`src/rtl/fpro_timer_core.sv`:
```
// FPro MMIO slot timer: 64-bit up-counter with prescaler, periodic auto-reload and sticky expiry flag.
// Define TIMER_IRQ_EN to implement CTRL.IRQ_EN and drive irq; otherwise irq is tied low.
module fpro_timer_core #(
  parameter int PRESCALE_W = 16
) (
  input  logic        clk,
  input  logic        reset_n,
  input  logic        cs,
  input  logic        read,
  input  logic        write,
  input  logic [4:0]  addr,
  input  logic [31:0] wr_data,
  output logic [31:0] rd_data,
  output logic        irq
);

  typedef enum logic [4:0] {
    REG_CTRL     = 5'd0,
    REG_COUNT_LO = 5'd1,
    REG_COUNT_HI = 5'd2,
    REG_PERIOD   = 5'd3,
    REG_STATUS   = 5'd4,
    REG_PRESCALE = 5'd5
  } reg_addr_e;

  logic                  wr_en, rd_en, clr, tick, reload, expire;
  logic                  go_q, go_d, mode_q, mode_d, exp_q, exp_d, irq_en;
  logic [63:0]           count_q, count_d;
  logic [31:0]           period_q, period_d, hi_q, hi_d;
  logic [PRESCALE_W-1:0] pre_cnt_q, pre_cnt_d, prescale_q, prescale_d;

  assign wr_en  = cs & write;
  assign rd_en  = cs & read;
  assign clr    = wr_en && (addr == REG_CTRL) && wr_data[1];
  assign tick   = go_q && (pre_cnt_q == prescale_q);
  // >= rather than == so a PERIOD lowered below the running count reloads on the next tick
  assign reload = mode_q && (count_q[63:32] == 32'd0) && (count_q[31:0] >= period_q);
  assign expire = tick && (mode_q ? reload : (count_q == '1));

  always_comb begin
    // NOTE: every next-state signal gets a default first so no path can infer a latch
    go_d       = go_q;
    mode_d     = mode_q;
    period_d   = period_q;
    prescale_d = prescale_q;
    count_d    = count_q;
    pre_cnt_d  = pre_cnt_q;
    hi_d       = hi_q;
    exp_d      = exp_q;

    if (go_q) begin
      pre_cnt_d = tick ? '0 : pre_cnt_q + 1'b1;
      if (tick) count_d = reload ? 64'd0 : count_q + 64'd1;
    end
    // Shadow captures the pre-tick count so a LO-then-HI read pair is coherent
    if (rd_en && (addr == REG_COUNT_LO)) hi_d = count_q[63:32];
    if (clr) begin
      count_d   = 64'd0;
      pre_cnt_d = '0;
      hi_d      = 32'd0;
    end

    if (wr_en && (addr == REG_STATUS) && wr_data[0]) exp_d = 1'b0;
    if (expire) exp_d = 1'b1;

    if (wr_en) begin
      case (addr)
        REG_CTRL: begin
          go_d   = wr_data[0];
          mode_d = wr_data[2];
        end
        REG_PERIOD:   period_d   = wr_data;
        REG_PRESCALE: prescale_d = wr_data[PRESCALE_W-1:0];
        default: ;
      endcase
    end
  end

  // NOTE: state updates use non-blocking assignments; reset is asynchronous and clears every register
  always_ff @(posedge clk or negedge reset_n) begin
    if (!reset_n) begin
      go_q       <= 1'b0;
      mode_q     <= 1'b0;
      period_q   <= 32'd0;
      prescale_q <= '0;
      count_q    <= 64'd0;
      pre_cnt_q  <= '0;
      hi_q       <= 32'd0;
      exp_q      <= 1'b0;
    end else begin
      go_q       <= go_d;
      mode_q     <= mode_d;
      period_q   <= period_d;
      prescale_q <= prescale_d;
      count_q    <= count_d;
      pre_cnt_q  <= pre_cnt_d;
      hi_q       <= hi_d;
      exp_q      <= exp_d;
    end
  end

`ifdef TIMER_IRQ_EN
  logic irq_en_q;

  always_ff @(posedge clk or negedge reset_n) begin
    if (!reset_n) begin
      irq_en_q <= 1'b0;
    end else if (wr_en && (addr == REG_CTRL)) begin
      irq_en_q <= wr_data[3];
    end
  end

  assign irq_en = irq_en_q;
  assign irq    = exp_q & irq_en_q;
`else
  assign irq_en = 1'b0;
  assign irq    = 1'b0;
`endif

  always_comb begin
    rd_data = 32'd0;
    if (rd_en) begin
      case (addr)
        REG_CTRL:     rd_data = {28'd0, irq_en, mode_q, 1'b0, go_q};
        REG_COUNT_LO: rd_data = count_q[31:0];
        REG_COUNT_HI: rd_data = hi_q;
        REG_PERIOD:   rd_data = period_q;
        REG_STATUS:   rd_data = {31'd0, exp_q};
        REG_PRESCALE: rd_data = 32'(prescale_q);
        default: ;
      endcase
    end
  end

endmodule

```
`config.mk`:
```
export PLATFORM = sky130hd
export DESIGN_NAME = fpro_timer_core
export DESIGN_NICKNAME = d
export VERILOG_FILES = /design/src/rtl/fpro_timer_core.sv
export SDC_FILE = /design/constraint.sdc
export NUM_CORES = 1
export LEC_CHECK = 0
export CORE_MARGIN = 4
export CORE_UTILIZATION = 40
export DETAILED_ROUTE_END_ITERATION = 7
export DONT_BUFFER_PORTS = 1
export SKIP_CTS_REPAIR_TIMING = 1
export SLEW_MARGIN = 20
export SYNTH_ARGS = -nofsm -noshare
export SYNTH_HDL_FRONTEND = slang
export SYNTH_SLANG_ARGS = --single-unit
```
`constraint.sdc`:
```
create_clock -name clk -period 3.88 [get_ports clk]
set_input_delay 1.164 -clock clk [delete_from_list [all_inputs] [get_ports clk]]
set_output_delay 1.164 -clock clk [all_outputs]
set_load 0.03 [all_outputs]
```
==> summary.md <==
| Metric | Value |
|---|---|
| Status | finished clean |
| Setup TNS Final | 0 ns |
| Tightest Hold Check Type | in -> async |
| CTS tree | built |
| Synthesized Nets | 1,150 |
| Detail Placement HPWL | 20,600 µm |
| Routed WL | 28,400 µm |
| First-pass GRT wire length | 45,500 µm |
| Seq/Total Area, Yosys | 42.5% |
| CP startpoint kind | input pin |
| Gr ovfl total | 0 |
| Synth-to-Final Area Change | 14.3% |
| Post-Syn Instances | 1,074 |
| Period utilisation layout | 94.6% |
| Mapped cell area | 9600 µm² |
| DRC | 0 |
| Initial DRC count | 854 |
| Setup WS post-layout | 0.210 ns |
| Die Height | 163 µm |
| RSZ-0062 raised after global routing | no |
| Synth Warn # | 0 |
| CP max stage cell | or3_1 |
| Area of the multi-input gates | 5210 µm² |
| Commonest non-fill, non-tap cell in the layout | dfrtp_1 |
| Comb power frac | 13.6% |
| Unique masters post-synth | 59 |
| CP cell instances | or3_1 -> nor3b_2 -> buf_12 -> a222oi_1 -> nor2_2 -> buf_4 |
| Maximum VDD drop | 0.239 mV |
| Ant diodes | 0 |
| Actual slew at the worst max-slew pin | 0.817 ns |
| Synth area leaders | dfrtp_1, mux2_2, nor2_1, nand2_1, ha_1 |
| Most frequent cells in the layout | dfrtp_1, nand2_1, nor2_1 |
| Syn avg cell area | 8.94 µm² |
| Clock power share | 39.8% |
| Initial Util | 40.8% |
| Slowest stage delay, CP | 0.39 ns |
| Via density | 5.85 |
| Flop pwr share | 46.6% |
| Worst setup EP type | output pin |
| Fill count | 2,296 |
| Max Freq | 272 MHz |
| Post-synth EDFFs | 0 |
| Final instance area | 11,000 µm² |
| Leak | 4.75 nW |
| PortBufs | 0 |
| I/O Pins | 75 |
| Clk slew on worst S/H paths | 0.07 ns |
| Die Width | 163 µm |
| Final max-slew violation count | 0 |
| Worst endpoint required time | 2.72 ns |
| Pwr Total | 4.40 mW |
| Cell type with the largest total area after synthesis | dfrtp_1 |
| Clk Latency, worst-skew pair | 0.44 ns |
| Worst Path Arrival | 2.51 ns |
| Synth top area share | 42.5% |
| PD cells | 401 nW/µm² |
| Core footprint | 23,500 µm² |
| Tmin final | 3.67 ns |
| R2R setup slack | 0.64 ns |
| Int Power | 3.14 mW |
| Register area | 4080 µm² |
| Commonest register cell after synthesis | dfrtp_1 |
| Drt wl/cell | 20.0 µm |
| Dpl ws | 0.203 ns |
| Yosys reg bits | 163 |
| Nets | 1,166 |
| Drt pass-1 iters | 8 |
| Pin count of the biggest net entering global routing | 164 |
| Sw power | 1.26 mW |
| MaxCap Viol Count | 0 |
| WS Path Type | in -> out |
| Final setup vio count | 0 |
| Global-route usage over all layers | 21.7% |
| H-tree level count | 4 |
| GPL Wtd Cong | 0.910 |
| FFs w/ async S/R, synth | 100% |
| CTS Buf Count | 17 |
| Clock skew | 0.0148 ns |
| Initial antenna violation count | 0 |
| Row cnt | 56 |
| Max_slew headroom | 45.1% |
| Layout cells sized above 1 | 16.1% |
| Vias in the first global route | 8,009 |
| TritonCTS Sinks | 163 |
| Clock Path Buffers | 2 |
| Root Buffer | clkbuf_16 |
| Final hold viol count | 0 |
| Sw Share | 28.7% |
| Antenna Nets Post-Route | 0 |
| Via count | 8,320 |
| Placed cell area | 10,400 µm² |
| DIE AREA | 26,600 µm² |
| Crit-path max FO | 31 |
[synthesized netlist by cell type (all sizes together) (2+ instances only)]
master	count
nor4	20
a222oi	14
and2	10
and3	19
a21oi	40
nand3	48
o211ai	4
nand2	121
o31ai	4
nor2	126
and4	8
clkbuf	40
nor3b	2
or3	4
nand4	34
a22oi	18
buf	22
dfrtp	163
nand2b	4
mux2	44
inv	46
nor3	22
a41oi	11
a31oi	46
a2111oi	3
nor4b	3
xor2	25
ha	34
a21o	3
or4	3
xnor2	21
o21ai	62
mux2i	33
[per-layer routing]
| layer | track usage (%) | part of all wire (%) | vias to the layer above |
|---|---|---|---|
| met2 | 33.1 | 44 | 312 |
| met1 | 31.3 | 46 | 4042 |
| met4 | 6.71 | 2.2 | 0 |
| met5 | 0 | 0 | - |
| li1 | - | - | 3919 |
| met3 | 4.20 | 7.7 | 47 |
[state kept, by name (all words and copies together), names as in the netlist]
name,cells
count_q,64
exp_q,1
go_q,1
hi_q,32
mode_q,1
period_q,32
pre_cnt_q,16
prescale_q,16
[critical path: cells and delay by family]
family          cells  cell delay, ns
simple gates        3            0.78
compound gates      1            0.14
buf+inv             2            0.40
[stage by stage]
step / util (%) / hold WS, ns / cells
after floorplan: - / 0.477 / 1074
after global placement: 44.1 / 0.516 / 1390
after detailed placement: 44.1 / 0.525 / 1390
after CTS: 46.6 / 0.409 / 1422
after global routing: 46.6 / 0.407 / 1422
final: 46.6 / 0.418 / 1422
[cells by family (layout without fill, tap and decap cells)]
| family | count (synthesis) | count (layout) | share of synthesized area, % |
|---|---|---|---|
| fa+ha+maj | 34 | 34 | 4.43 |
| flops | 163 | 163 | 42.5 |
| xor+xnor | 46 | 46 | 4.20 |
| buf+inv | 109 | 138 | 4.47 |
| simple gates | 431 | 431 | 21.5 |
| other cells | 1 | 1 | 0.0391 |
| mux | 77 | 77 | 8.60 |
| compound gates | 213 | 213 | 14.3 |
[power groups by stage]
stage | combinational [mW] | clock, mW | sequential [mW]
after floorplan | 0.478 | 0 | 2.01
after global placement | 0.580 | 0 | 2.08
after detailed placement | 0.589 | 0 | 2.08
after CTS | 0.595 | 1.78 | 2.05
after global routing | 0.681 | 1.85 | 2.07
final | 0.599 | 1.75 | 2.05
[layout make-up]
| type | count | share of cell area [%] |
|---|---|---|
| Clock buffer | 20 | 4.16 |
| Inverter | 47 | 1.61 |
| Tap cell | 319 | 3.64 |
| Multi-Input combinational cell | 802 | 47.5 |
| Timing Repair Buffer | 59 | 4.61 |
| Clock inverter | 12 | 1.32 |
| Sequential cell | 163 | 37.2 |
[worst paths after layout]
path / startpoint / to / depth (start not counted)
max in group asynchronous: reset_n / pre_cnt_q[15]$_DFFE_PN0P_ / 0
max reg2reg: count_q[0]$_DFFE_PN0P_ / count_q[5]$_DFFE_PN0P_ / 11
min in group clk: hi_q[21]$_DFFE_PN0P_ / hi_q[21]$_DFFE_PN0P_ / 2
min: reset_n / period_q[18]$_DFFE_PN0P_ / 0
min reg2reg: hi_q[21]$_DFFE_PN0P_ / hi_q[21]$_DFFE_PN0P_ / 2
max: addr[0] / rd_data[15] / 6
Note: power is estimated with default switching activity, not from simulation.
